`src/rtl/filter_load_sequencer.sv`:
```
// Filter load sequencer: moves NUM_CH-bank filter sets from a FWFT FIFO into scratchpad banks.
// Optional macro FLR_STALL_COUNT_EN adds a 16-bit stall_cycles counter output.
module filter_load_sequencer #(
   parameter int NUM_CH = 4,
   parameter int ADDR_W = 4,
   parameter int FCNT_W = 3
) (
   input  logic              clk,
   input  logic              rst,
   input  logic              start,
   input  logic              abort,
   input  logic [ADDR_W-1:0] filt_len,
   input  logic [FCNT_W-1:0] num_filt,
   input  logic              fifo_empty,
   output logic              fifo_ren,
   output logic              sp_wen,
   output logic [NUM_CH-1:0] sp_bank,
   output logic [ADDR_W-1:0] sp_addr,
   output logic              busy,
   output logic              stall,
   output logic              done,
   output logic              err
`ifdef FLR_STALL_COUNT_EN
   , output logic [15:0]     stall_cycles
`endif
);

   typedef enum logic [1:0] {
      ST_IDLE,
      ST_LOAD,
      ST_WAIT,
      ST_DONE
   } state_t;

   state_t            state;
   logic [ADDR_W-1:0] word_cnt;
   logic [FCNT_W-1:0] filt_idx;
   logic [ADDR_W-1:0] len_q;
   logic [FCNT_W-1:0] num_q;
   logic              rej_q;

   logic cfg_bad;
   logic write_en;
   logic last_word;
   logic last_filt;

   // A zero-sized job or one naming more filters than there are banks is rejected outright.
   assign cfg_bad   = (filt_len == '0) || (num_filt == '0) || (32'(num_filt) > NUM_CH);
   assign write_en  = (state == ST_LOAD) && !fifo_empty && !abort;
   assign last_word = (word_cnt == len_q - ADDR_W'(1));
   assign last_filt = (filt_idx == num_q - FCNT_W'(1));

   assign fifo_ren = write_en;
   assign sp_wen   = write_en;
   assign sp_bank  = write_en ? (NUM_CH'(1) << filt_idx) : '0;
   assign sp_addr  = word_cnt;
   assign busy     = (state == ST_LOAD) || (state == ST_WAIT);
   assign stall    = (state == ST_WAIT);
   assign done     = (state == ST_DONE);
   assign err      = (state == ST_DONE) && rej_q;

   // Abort out of any active state wins over everything except reset.
   always_ff @(posedge clk or posedge rst) begin
      if (rst) begin
         state    <= ST_IDLE;
         word_cnt <= '0;
         filt_idx <= '0;
         len_q    <= '0;
         num_q    <= '0;
         rej_q    <= 1'b0;
      end else if (abort && (state != ST_IDLE)) begin
         state    <= ST_IDLE;
         word_cnt <= '0;
         filt_idx <= '0;
         rej_q    <= 1'b0;
      end else begin
         case (state)
            ST_IDLE: begin
               if (start && !abort) begin
                  word_cnt <= '0;
                  filt_idx <= '0;
                  if (cfg_bad) begin
                     state <= ST_DONE;
                     rej_q <= 1'b1;
                  end else begin
                     state <= ST_LOAD;
                     len_q <= filt_len;
                     num_q <= num_filt;
                     rej_q <= 1'b0;
                  end
               end
            end
            ST_LOAD: begin
               if (fifo_empty) begin
                  state <= ST_WAIT;
               end else if (last_word) begin
                  word_cnt <= '0;
                  if (last_filt) begin
                     filt_idx <= '0;
                     state    <= ST_DONE;
                  end else begin
                     filt_idx <= filt_idx + FCNT_W'(1);
                  end
               end else begin
                  word_cnt <= word_cnt + ADDR_W'(1);
               end
            end
            ST_WAIT: begin
               if (!fifo_empty) begin
                  state <= ST_LOAD;
               end
            end
            default: begin
               state <= ST_IDLE;
               rej_q <= 1'b0;
            end
         endcase
      end
   end

`ifdef FLR_STALL_COUNT_EN
   // Counts starved cycles of the current job and holds the total after completion.
   always_ff @(posedge clk or posedge rst) begin
      if (rst) begin
         stall_cycles <= '0;
      end else if (abort && (state != ST_IDLE)) begin
         stall_cycles <= '0;
      end else if ((state == ST_IDLE) && start && !abort) begin
         stall_cycles <= '0;
      end else if ((state == ST_WAIT) && (stall_cycles != 16'hFFFF)) begin
         stall_cycles <= stall_cycles + 16'd1;
      end
   end
`endif

endmodule

```
`config.mk`:
```
export PLATFORM = sky130hd
export DESIGN_NAME = filter_load_sequencer
export DESIGN_NICKNAME = d
export VERILOG_FILES = /design/src/rtl/filter_load_sequencer.sv
export SDC_FILE = /design/constraint.sdc
export NUM_CORES = 1
export LEC_CHECK = 0
export BUFFER_PORTS_ARGS = -buffer_cell sky130_fd_sc_hd__clkbuf_2
export CAP_MARGIN = 30
export CORE_ASPECT_RATIO = 0.7
export CORE_MARGIN = 3
export CORE_UTILIZATION = 45
export CTS_BUF_LIST = sky130_fd_sc_hd__clkbuf_2 sky130_fd_sc_hd__clkbuf_4 sky130_fd_sc_hd__clkbuf_8
export CTS_CLUSTER_SIZE = 25
export DETAILED_ROUTE_END_ITERATION = 8
export PLACE_DENSITY = 0.68
export SYNTH_ARGS = -nofsm -noshare
export SYNTH_HDL_FRONTEND = slang
export SYNTH_SLANG_ARGS = --single-unit
```
`constraint.sdc`:
```
create_clock -name clk -period 3.6 [get_ports clk]
set_clock_uncertainty 0.2 [all_clocks]
set_input_delay 0.54 -clock clk [delete_from_list [all_inputs] [get_ports clk]]
set_output_delay 0.54 -clock clk [all_outputs]
set_load 0.01 [all_outputs]
```
After elaboration in Yosys (flattened, before gate mapping) --
Index checks and enable logic that the tools add are counted.
Word-level totals: bits of input ports 12, register bits after elaboration 17, logic and storage cells 71, output and inout port bits 14
Operators by class: reductions and logical operators 21, equal/unequal tests 12, $add $sub $neg 4, bitwise operators 2, shift-type cells 1, magnitude comparators 1, mux-type cells 24
Operator list (number):
- $mux 4 | 5
- $mux 3 | 5
- $mux 2 | 7
- $reduce_and 4->1 | 3
- $ne 3x2->1 const B | 3
- $ne 4x3->1 const B | 2
- $pmux 4 s2 | 1
- $pmux 2 s3 | 1
- $pmux 3 s2 | 1
- $logic_and 1x1->1 | 5
- $add 4x1->4 const B | 1
- $eq 2x2->1 const B | 2
- $eq 4x4->1 | 1
- $logic_not 4->1 | 1
- $shl 1x3->4 const A | 1
- $sub 4x1->4 const B | 1
- $add 3x1->3 const B | 1
- $eq 3x3->1 | 1
- $gt 3x3->1 const B | 1
- $logic_not 3->1 | 1
- $logic_or 1x1->1 | 3
- $mux 1 | 3
- $ne 3x3->1 const B | 1
- $reduce_and 3->1 | 1
- 11 further kinds | 13

Logic depth before layout (Yosys ltp) --
depth in word-level cells 7, depth in mapped cells 7, depth with buffers taken out 7

Worst setup path before layout --
OpenSTA, ideal clock, no wires.
path type reg2reg, from register state[0], to register filt_idx[1], library setup time 125 ps, period minus slack after synthesis 2057 ps, data required time 3275 ps, arrival 1733 ps, cell stages (with the launch flop) 8, path buffers 0, path slack 1543 ps, cell sequence dfrtp_1 inv_1 ha_1 nand2_2 o22ai_2 nand4_1 nand2_1 mux2_2
On the way: cells in the longest elaborated chain, start to end 4, elaborated cells on any way between the ends 11, those cells by class 4 x eq/ne; 2 x mux; 5 x reduce/logical
RTL lines:
- start, declared | line 35 | state_t state;
- start signal, assigned | line 65 | state <= ST_IDLE;
- start signal, assigned | line 72 | state <= ST_IDLE;
- start signal, assigned | line 83 | state <= ST_DONE;
- $reduce_bool 2->1 | line 71 | end else if (abort && (state != ST_IDLE)) begin
- $logic_and 1x1->1 | line 71
- $ne 3x2->1 (no source line) (tied with other cells)
- $reduce_and 4->1 (no source line)
- end signal, assigned | line 102 | filt_idx <= filt_idx + FCNT_W'(1);
- end, declared | line 37 | logic [FCNT_W-1:0] filt_idx;
Several ways; a longest one is shown, not always the timed one. A chain may end at the register's enable or synchronous reset.

Worst setup path in the final report --
Ends and elaborated chain as after synthesis.

==> results by group <==
Run status
  – Status: completed

Pwr
  – Net Sw Frac: 42.7%
  – Logic pwr share: 54.5%
  – Pleak: 0.681 nW
  – Cell internal pwr: 0.588 mW
  – Total power: 1.03 mW
  – Max VDD drop: 443 uV
  – Sequential Power Share: 31.8%
  – Power per Cell Area: 737 mW/mm2
  – Psw: 0.438 mW
  – Clk pwr share: 13.7%

Finish
  – Final core occ: 59.7%
  – Area growth, synth to finish: 16.7%
  – Share of layout cells above drive strength 1: 25.2%
  – Highest-count cells in the layout ignoring fill and taps: clkbuf_2, dfrtp_1, inv_1
  – # nets final: 180
  – Area of the multi-input gates: 698 um2
  – Non-Filler Instances: 187
  – Register area: 425 um2
  – Antenna Cells: 0
  – Fillers: 223
  – Design area: 0.00139 mm2
  – Commonest non-fill, non-tap cell in the layout: clkbuf_2

Synth
  – Synth cell types: 35
  – Share of flip-flops with an asynchronous set or reset: 100%
  – Post-Syn Instances: 128
  – Net Count, Synth: 152
  – Post-synth EDFFs: 0
  – Register area share after synthesis: 35.7%
  – Post-synthesis sequential element count: 17
  – Top FF cell, synth: dfrtp_1
  – Warnings, synthesis: 0
  – Syn Std Cell Area: 0.00119 mm2
  – Mapped Avg Cell Area: 9.32 um2

Floorplanning
  – Area of the die: 0.00331 mm2
  – Core area: 0.00233 mm2
  – Rows: 14
  – Die span in y: 49.1 um
  – # IOs: 26
  – Die Width: 67.5 um
  – Starting Density: 51.2%

Setup path
  – CP bufs+invs: 1
  – Critical path type: reg2reg
  – Slowest-stage cell, CP: dfrtp_1
  – Worst path max stage delay: 420 ps
  – CP Max Fanout: 7
  – CP Cell Sequence: inv_1, ha_1, nand2_2, o22ai_2, nand4_1, nand2_1, mux2_2
  – CP endpoint kind: flip-flop
  – CP required: 3540 ps
  – Startpoint Class: flip-flop
  – Critical path's top delay family: simple AND/OR/NAND/NOR gates
  – Worst path arrival time: 2360 ps

Clock tree
  – Post-CTS sizing: 0
  – Htree depth: 1
  – Cts hold-fix bufs: 0
  – CTS clock-pin slew for the worst setup and hold paths: 60 ps
  – CTS tree: done
  – Clk_lat worst skew: 250 ps
  – TritonCTS Buffers: 3
  – Max clock buf depth: 2
  – Clk sinks: 17
  – Setup bufs post-CTS: 0
  – CTS Root Cell: clkbuf_8

Run
  – MaxCap Viol Count: 0

STA
  – RSZ-0062 raised after global routing: no
  – Final setup viols: 0
  – Slew headroom: 57.7%
  – Setup TNS: 0 ps
  – Fmax: 0.413 GHz
  – Min Tclk post-route: 2420 ps
  – Worst Hold Slack: 140 ps
  – Final Hold Violating Endpoints: 0
  – Final period utilization: 67.3%
  – Slew Viols, Final: 0
  – Setup ws final: 1180 ps
  – Worst-Margin Slew: 633 ps

Place
  – Area after DPL: 0.00135 mm2
  – PortBufs: 25
  – Routability cong.: 0.903
  – Post-Place Cells: 183
  – Pre-CTS setup slack: 1200 ps
  – Dpl hpwl: 2000 um

Global routing
  – Number of global-route vias before repair: 917
  – Gr usage total: 16.4%
  – Largest net degree at the start of global routing: 18
  – Overflow after GRT: 0
  – Initial antenna violation count: 0
  – First-pass GRT wire length: 4170 um

Routing
  – DRC Markers: 0
  – DR iter-0 viols: 40
  – Vias per cell: 5.24
  – Vias: 979
  – DR WL/cell: 12.9 um
  – DRT Wirelength: 2410 um
  – Drt pass-1 iters: 4
  – Antenna-violating nets left: 0

Worst hold path
  – Hold WC Path Type: in2async
==> worst register-to-register path, stage by stage (launching register included) <==
cell and delay (ps):
dfrtp_1 420, inv_1 150, ha_1 300, nand2_2 110
o22ai_2 290, nand4_1 210, nand2_1 280, mux2_2 370
==> power by group through the flow <==
stage | logic (mW) | registers [mW] | clock network [mW]
after floorplan | 0.434 | 0.316 | 0
after global placement | 0.550 | 0.325 | 0
after detailed placement | 0.560 | 0.330 | 0
after CTS | 0.563 | 0.326 | 0.144
after global routing | 0.637 | 0.337 | 0.154
final | 0.559 | 0.326 | 0.140
==> final timing paths <==
path	start	cells past startpoint	to	slack (ps)
setup / recovery	state[0]$_DFFE_PP0P_	7	filt_idx[1]$_DFFE_PP0P_	1180
hold reg to reg	len_q[3]$_DFFE_PP0P_	1	len_q[3]$_DFFE_PP0P_	340
setup reg to reg	state[0]$_DFFE_PP0P_	7	filt_idx[1]$_DFFE_PP0P_	1180
max in group asynchronous	rst	2	state[1]$_DFFE_PP0P_	2650
hold / removal	rst	2	len_q[2]$_DFFE_PP0P_	140
min in group clk	filt_len[0]	3	len_q[0]$_DFFE_PP0P_	320
==> cell families (layout without fill, tap and decap cells) <==
group                      after synthesis  count (layout)  synth area share (%)
buffers and inverters                   16              43                  5.77
adders and majority gates               12              12                  12.6
and+or+nand+nor                         49              49                  21.2
xor gates and xnor gates                12              12                  10.1
AOI/OAI and AO/OA                       15              15                  8.29
muxes                                    7               7                  6.40
DFF                                     17              17                  35.7
==> cell usage after synthesis, drive strengths merged, types with 3 or more instances <==
library cell  number  area share, %
nor3               7            3.4
dfrtp             17             36
buf                3            1.7
nand3              5            2.1
ha                12             13
inv               13            4.1
xor2               5            3.7
nor2               8            2.5
xnor2              6            4.4
and2               5            2.6
mux2               5            4.7
nand2             12            4.0
o21ai              7            2.9
==> layout make-up <==
cell class                 instances  area share (%)
tap                               32            2.88
sequential                        17            30.6
clock buffer                       3            2.97
clock inverter                     1           0.360
multi-input combinational         95            50.2
timing repair buffer              26            9.53
inverter                          13            3.51
==> registers in the layout (all words and copies together), names as in the netlist <==
| name | count |
|---|---|
| len_q | 4 |
| sp_addr | 4 |
| filt_idx | 3 |
| num_q | 3 |
| state | 2 |
| rej_q | 1 |
==> per-layer routing <==
layer / vias up / part of all wire, % / routed length [um] / global-route usage (%)
met2: 19 / 49 / 1170 / 26.0
met5: - / 0 / 0 / 0
met4: 0 / 0.54 / 13 / 3.03
met3: 2 / 4.1 / 99 / 4.84
li1: 488 / - / - / -
met1: 470 / 47 / 1120 / 22.1
Power figures use the tool's default switching activity.
